File: src/rtl/tlb_op_seq.sv
// Sequencer for the CP0 TLB instructions (TLBP/TLBR/TLBWI/TLBWR): drives the TLB
// write strobe and address, stalls translation while busy, and owns the CP0 Random register.
module tlb_op_seq #(
    parameter int TLB_ENTRIES = 16,
    parameter int IDX_W       = 4
) (
    input  logic             clk,
    input  logic             resetn,
    input  logic             req_valid,
    output logic             req_ready,
    input  logic [1:0]       req_op,
    input  logic [IDX_W-1:0] req_index,
    input  logic [IDX_W-1:0] wired,
    input  logic             probe_hit,
    input  logic [IDX_W-1:0] probe_index,
    output logic             tlbw_valid,
    output logic [IDX_W-1:0] tlb_addr,
    output logic             trans_stall,
    output logic             resp_valid,
    input  logic             resp_ready,
    output logic [IDX_W:0]   resp_index,
    output logic             resp_load_hilo,
    output logic [IDX_W-1:0] random,
    output logic [1:0]       o_dbg_state
);

    // Handshakes: a transfer happens on a rising edge where valid and ready are both
    // high; once resp_valid rises, every resp_* output holds until resp_ready is seen.

    localparam logic [1:0] OP_TLBP  = 2'd0;
    localparam logic [1:0] OP_TLBR  = 2'd1;
    localparam logic [1:0] OP_TLBWI = 2'd2;
    localparam logic [1:0] OP_TLBWR = 2'd3;

    // TLB_ENTRIES is a power of two, so the top entry index is all ones.
    localparam logic [IDX_W-1:0] LP_MAX = {IDX_W{1'b1}};

    typedef enum logic [1:0] {
        S_IDLE   = 2'd0,
        S_EXEC   = 2'd1,
        S_SETTLE = 2'd2,
        S_RESP   = 2'd3
    } state_t;

    state_t           r_state;
    state_t           w_next;
    logic [1:0]       r_op;
    logic [IDX_W-1:0] r_index;
    logic [IDX_W-1:0] r_addr;
    logic [IDX_W:0]   r_resp_index;
    logic [IDX_W-1:0] r_random;
    logic [IDX_W-1:0] w_rand_dec;
    logic [IDX_W-1:0] w_rand_next;
    logic             w_accept;
    logic             w_is_write;

    assign w_is_write = (r_op == OP_TLBWI) || (r_op == OP_TLBWR);
    assign w_rand_dec = r_random - 1'b1;

    // Random never steps into the wired region: it reloads instead of reaching wired.
    always_comb begin
        w_rand_next = w_rand_dec;
        if ((wired >= LP_MAX) || (r_random <= wired) || (w_rand_dec <= wired)) begin
            w_rand_next = LP_MAX;
        end
    end

    always_comb begin
        w_next         = r_state;
        w_accept       = 1'b0;
        req_ready      = 1'b0;
        tlbw_valid     = 1'b0;
        resp_valid     = 1'b0;
        resp_load_hilo = 1'b0;
        trans_stall    = 1'b1;
        case (r_state)
            S_IDLE: begin
                req_ready   = 1'b1;
                trans_stall = 1'b0;
                if (req_valid) begin
                    w_accept = 1'b1;
                    w_next   = S_EXEC;
                end
            end
            S_EXEC: begin
                tlbw_valid = w_is_write;
                w_next     = w_is_write ? S_SETTLE : S_RESP;
            end
            S_SETTLE: begin
                w_next = S_RESP;
            end
            S_RESP: begin
                resp_valid     = 1'b1;
                resp_load_hilo = (r_op == OP_TLBR);
                if (resp_ready) begin
                    w_next = S_IDLE;
                end
            end
            default: begin
                w_next = S_IDLE;
            end
        endcase
    end

    always_ff @(posedge clk or negedge resetn) begin
        if (!resetn) begin
            r_state      <= S_IDLE;
            r_random     <= LP_MAX;
            r_op         <= OP_TLBP;
            r_index      <= '0;
            r_addr       <= '0;
            r_resp_index <= '0;
        end else begin
            r_state  <= w_next;
            r_random <= w_rand_next;
            if (w_accept) begin
                r_op    <= req_op;
                r_index <= req_index;
                // TLBWR takes the Random value visible in the accept cycle.
                r_addr  <= (req_op == OP_TLBWR) ? r_random : req_index;
            end
            if (r_state == S_EXEC) begin
                case (r_op)
                    OP_TLBP: r_resp_index <= {~probe_hit, probe_index};
                    OP_TLBR: r_resp_index <= {1'b0, r_index};
                    default: r_resp_index <= {1'b0, r_addr};
                endcase
            end
        end
    end

    assign tlb_addr    = r_addr;
    assign resp_index  = r_resp_index;
    assign random      = r_random;
    assign o_dbg_state = r_state;

endmodule

File: config.mk
export PLATFORM = sky130hd
export DESIGN_NAME = tlb_op_seq
export DESIGN_NICKNAME = d
export VERILOG_FILES = /design/src/rtl/tlb_op_seq.sv
export SDC_FILE = /design/constraint.sdc
export NUM_CORES = 1
export LEC_CHECK = 0
export BUFFER_PORTS_ARGS = -buffer_cell sky130_fd_sc_hd__buf_2
export CAP_MARGIN = 40
export CORE_MARGIN = 1.5
export CORE_UTILIZATION = 54
export DETAILED_ROUTE_END_ITERATION = 12
export PLACE_DENSITY = 0.84
export SYNTH_ARGS = -nofsm -noshare
export SYNTH_HDL_FRONTEND = slang
export SYNTH_SLANG_ARGS = --single-unit
File: constraint.sdc
create_clock -name clk -period 5.33 [get_ports clk]
set_input_delay 0.533 -clock clk [delete_from_list [all_inputs] [get_ports clk]]
set_output_delay 0.533 -clock clk [all_outputs]
set_load 0.05 [all_outputs]
==> impl_results.md <==
- R2r setup slk: roughly 3.2 ns
- Area Overhead vs Synth: 17.76%
- First-pass GRT wire length: slightly above 4000 um
- Die Width: between 50 and 60 um
- First-pass DRT Iterations: 4
- Slew headroom: approximately 70%
- Final non-filler cell total: ~180
- Clk Latency, worst-skew pair: approximately 0.30 ns
- Most common library cells after synthesis: 17 x dfrtp_1, 12 x ha_1, 11 x inv_1, 11 x nand2_1, 9 x mux2_2
- Setup WS pre-CTS: between 3 and 4 ns
- Crit Path Max Fanout: 7
- DRC Markers: 0
- Post-Layout Inst Area: around 1500 um^2
- Post-DR vias/cell: 5.335
- Setup TNS: 0 ns
- Port Buffers: 38
- Final WL: ~2500 um
- Synth top area share: 34.31%
- Post-Syn Nets: roughly 140
- DR WL/cell: around 14 um
- R2R Path End: random[1]$_DFF_PN1_
- Highest metal layer with signal wires: met4
- Sink Count: 21
- Power per standard cell area: between 600 and 700 nW/um^2
- Core box area: 2191 um^2
- DIE HEIGHT: 50.92 um
- Met2 WL: about 1400 um
- Total track usage: a little over a fifth
- Initial Utilization: between 50% and 60%
- HP Class: input pin to asynchronous set/reset pin
- Fmax: about 470 MHz
- Yosys warning count: 0
- Hold-fix buffers, CTS: 0
- GPL Wtd Cong: roughly 0.87
- Distinct cells, synth: 31
- Worst-case reg-to-reg path depth: 9
- Final period util: roughly 40%
- Iter 0 DRT Violations: 10
- Layout Nets: ~180
- Final Hold Fails: 0
- CP startpoint kind: flip-flop
- Avg Cell Area, Syn: 10.97 um^2
- Asr flop ratio synth: 100.0%
- CTS clk-pin slew, worst paths: 0.12 ns
- Die footprint: 2593 um^2
- Pin slew with the least headroom to its limit: about 0.44 ns
- R2R Path Start: random[0]$_DFF_PN1_
- Inserted Diodes: 0
- Max Cap Viol: 0
- Endpoint class of the critical path: output pin
- Number of global-route vias before repair: 921
- H-tree depth: 1
- Synth Register Bits: 21
- Post-cts resize count: 0
- Share of cells above drive strength 1: between 30% and 40%
- RSZ-0062 raised after global routing: no
- Final setup violating endpoints: 0
- Yosys top cell by area: dfrtp_1
- EDFF count, synth: 0
- Bufs on Longest Clock Path: 2
- Clock Tree Root: clkbuf_4
- Cells after synthesis: 113
- Setup ws final: around 3.2 ns
- Post-CTS setup buffers: 0
- Final Power: 952.2 uW
- Ys flop type: dfrtp_1
- Peak VDD IR: ~0.00032 V
- CP Class: flip-flop to output pin
- HPWL Detailed: 2019 um
- Critical path arrival: 1.59 ns
- Largest net degree at the start of global routing: 22
- Area after DPL: around 1400 um^2
- Critical path cell sequence: inv_1, ha_1, and2_1, buf_2
- Leakage: approximately 0.00076 uW
- Initial antenna violation count: 0
- Run status: complete, no violations
- Total congestion overflow: 0
- CTS tree: yes
- CP required: about 4.8 ns
- Crit-path max cell delay: ~0.44 ns
- Slowest-stage cell, CP: dfrtp_1
- Met1 wire length: 1055 um
- Synth top area cells: dfrtp_1 34%, ha_1 12%, dfstp_2 8.5%, mux2_2 8.2%, mux2i_1 6.5%
- CTS Buf Count: 3
- Post-synthesis sequential area ratio: between 40% and 50%
- Most common cell in the netlist: dfrtp_1
- Num rows: 17
- Minimum clock period: between 2 and 2.5 ns
- Metal3 WL: approximately 83 um
- Mapped Area: 1240 um^2
- # IOs: 39
- Placed insts: approximately 180
- Max Slew Vio Count: 0
- Clock Skews: around 0.013 ns
- Vias: between 900 and 1,000
- Routed Antenna Nets: 0
-- cell type report --
class                           count  area [um^2]
Inverter                           11        41.29
Fill cell                         178        730.7
Tap cell                           28        35.03
Timing Repair Buffer               38        190.2
Multi-Input combinational cell     77        636.9
Sequential cell                    21        530.5
Clock buffer                        4        26.28
-- report_power, final --
part,switching (uW),internal (uW)
Combinational,376,187
Sequential,76.6,237
Clock,46.4,29.1
-- per-layer routing --
metal / vias to the layer above / global-route usage (%)
met3: 2 / 2.047
met5: - / 0
met2: 26 / 40.91
met4: 0 / 8.108
met1: 458 / 24.09
li1: 469 / -
-- worst max-delay path by stage --
stage                                from                   to  cells past startpoint
2_1_floorplan  o_dbg_state[0]$_DFFE_PN0P_       resp_load_hilo                      3
3_3_place_gp          random[0]$_DFF_PN1_  random[1]$_DFF_PN1_                      9
3_5_place_dp          random[0]$_DFF_PN1_  random[1]$_DFF_PN1_                      9
4_1_cts        o_dbg_state[1]$_DFFE_PN0P_           tlbw_valid                      4
5_1_grt               random[0]$_DFF_PN1_  random[1]$_DFF_PN1_                      9
6_report       o_dbg_state[1]$_DFFE_PN0P_           tlbw_valid                      4
-- cell families (layout without fill, tap and decap cells) --
kind of cell / Yosys count / in the layout / share of synthesized area [%]
flip-flops: 21 / 21 / 42.79
buffers and inverters: 15 / 53 / 5.852
AND/OR/NAND/NOR: 26 / 26 / 10.70
XOR/XNOR: 2 / 2 / 1.413
adder cells (fa/ha/maj): 12 / 12 / 12.11
multiplexers: 20 / 20 / 17.96
AO/OA/AOI/OAI: 17 / 17 / 9.182
-- stage by stage --
| stage | hold slack (ns) | util, % |
|---|---|---|
| 2_1_floorplan | 0.2374 | - |
| 3_3_place_gp | 0.4742 | 65.45 |
| 3_5_place_dp | 0.4896 | 65.45 |
| 4_1_cts | 0.1663 | 66.65 |
| 5_1_grt | 0.1849 | 66.65 |
| 6_report | 0.1509 | 66.65 |
-- critical path: cells and delay by family, from the launching register on --
family	cells	cell delay, ns
fa+ha+maj	1	0.32
simple gates	1	0.17
flops	1	0.44
buf+inv	2	0.35
-- layout by cell type (no fill, tap or decap), types with 3 or more instances in the layout --
| cell type | instances |
|---|---|
| inv_1 | 11 |
| dfstp_2 | 4 |
| ha_1 | 12 |
| mux2_2 | 9 |
| nor2b_1 | 3 |
| nand3_1 | 3 |
| o21ai_0 | 8 |
| buf_2 | 38 |
| clkbuf_4 | 3 |
| dfrtp_1 | 17 |
| nand2_1 | 11 |
| mux2i_1 | 8 |
-- state kept, by name, indices dropped and copies added (netlist names) --
name and flops:
o_dbg_state 2, random 4, r_op 2, resp_index 5, r_index 4, tlb_addr 4
Power figures use the tool's default switching activity.
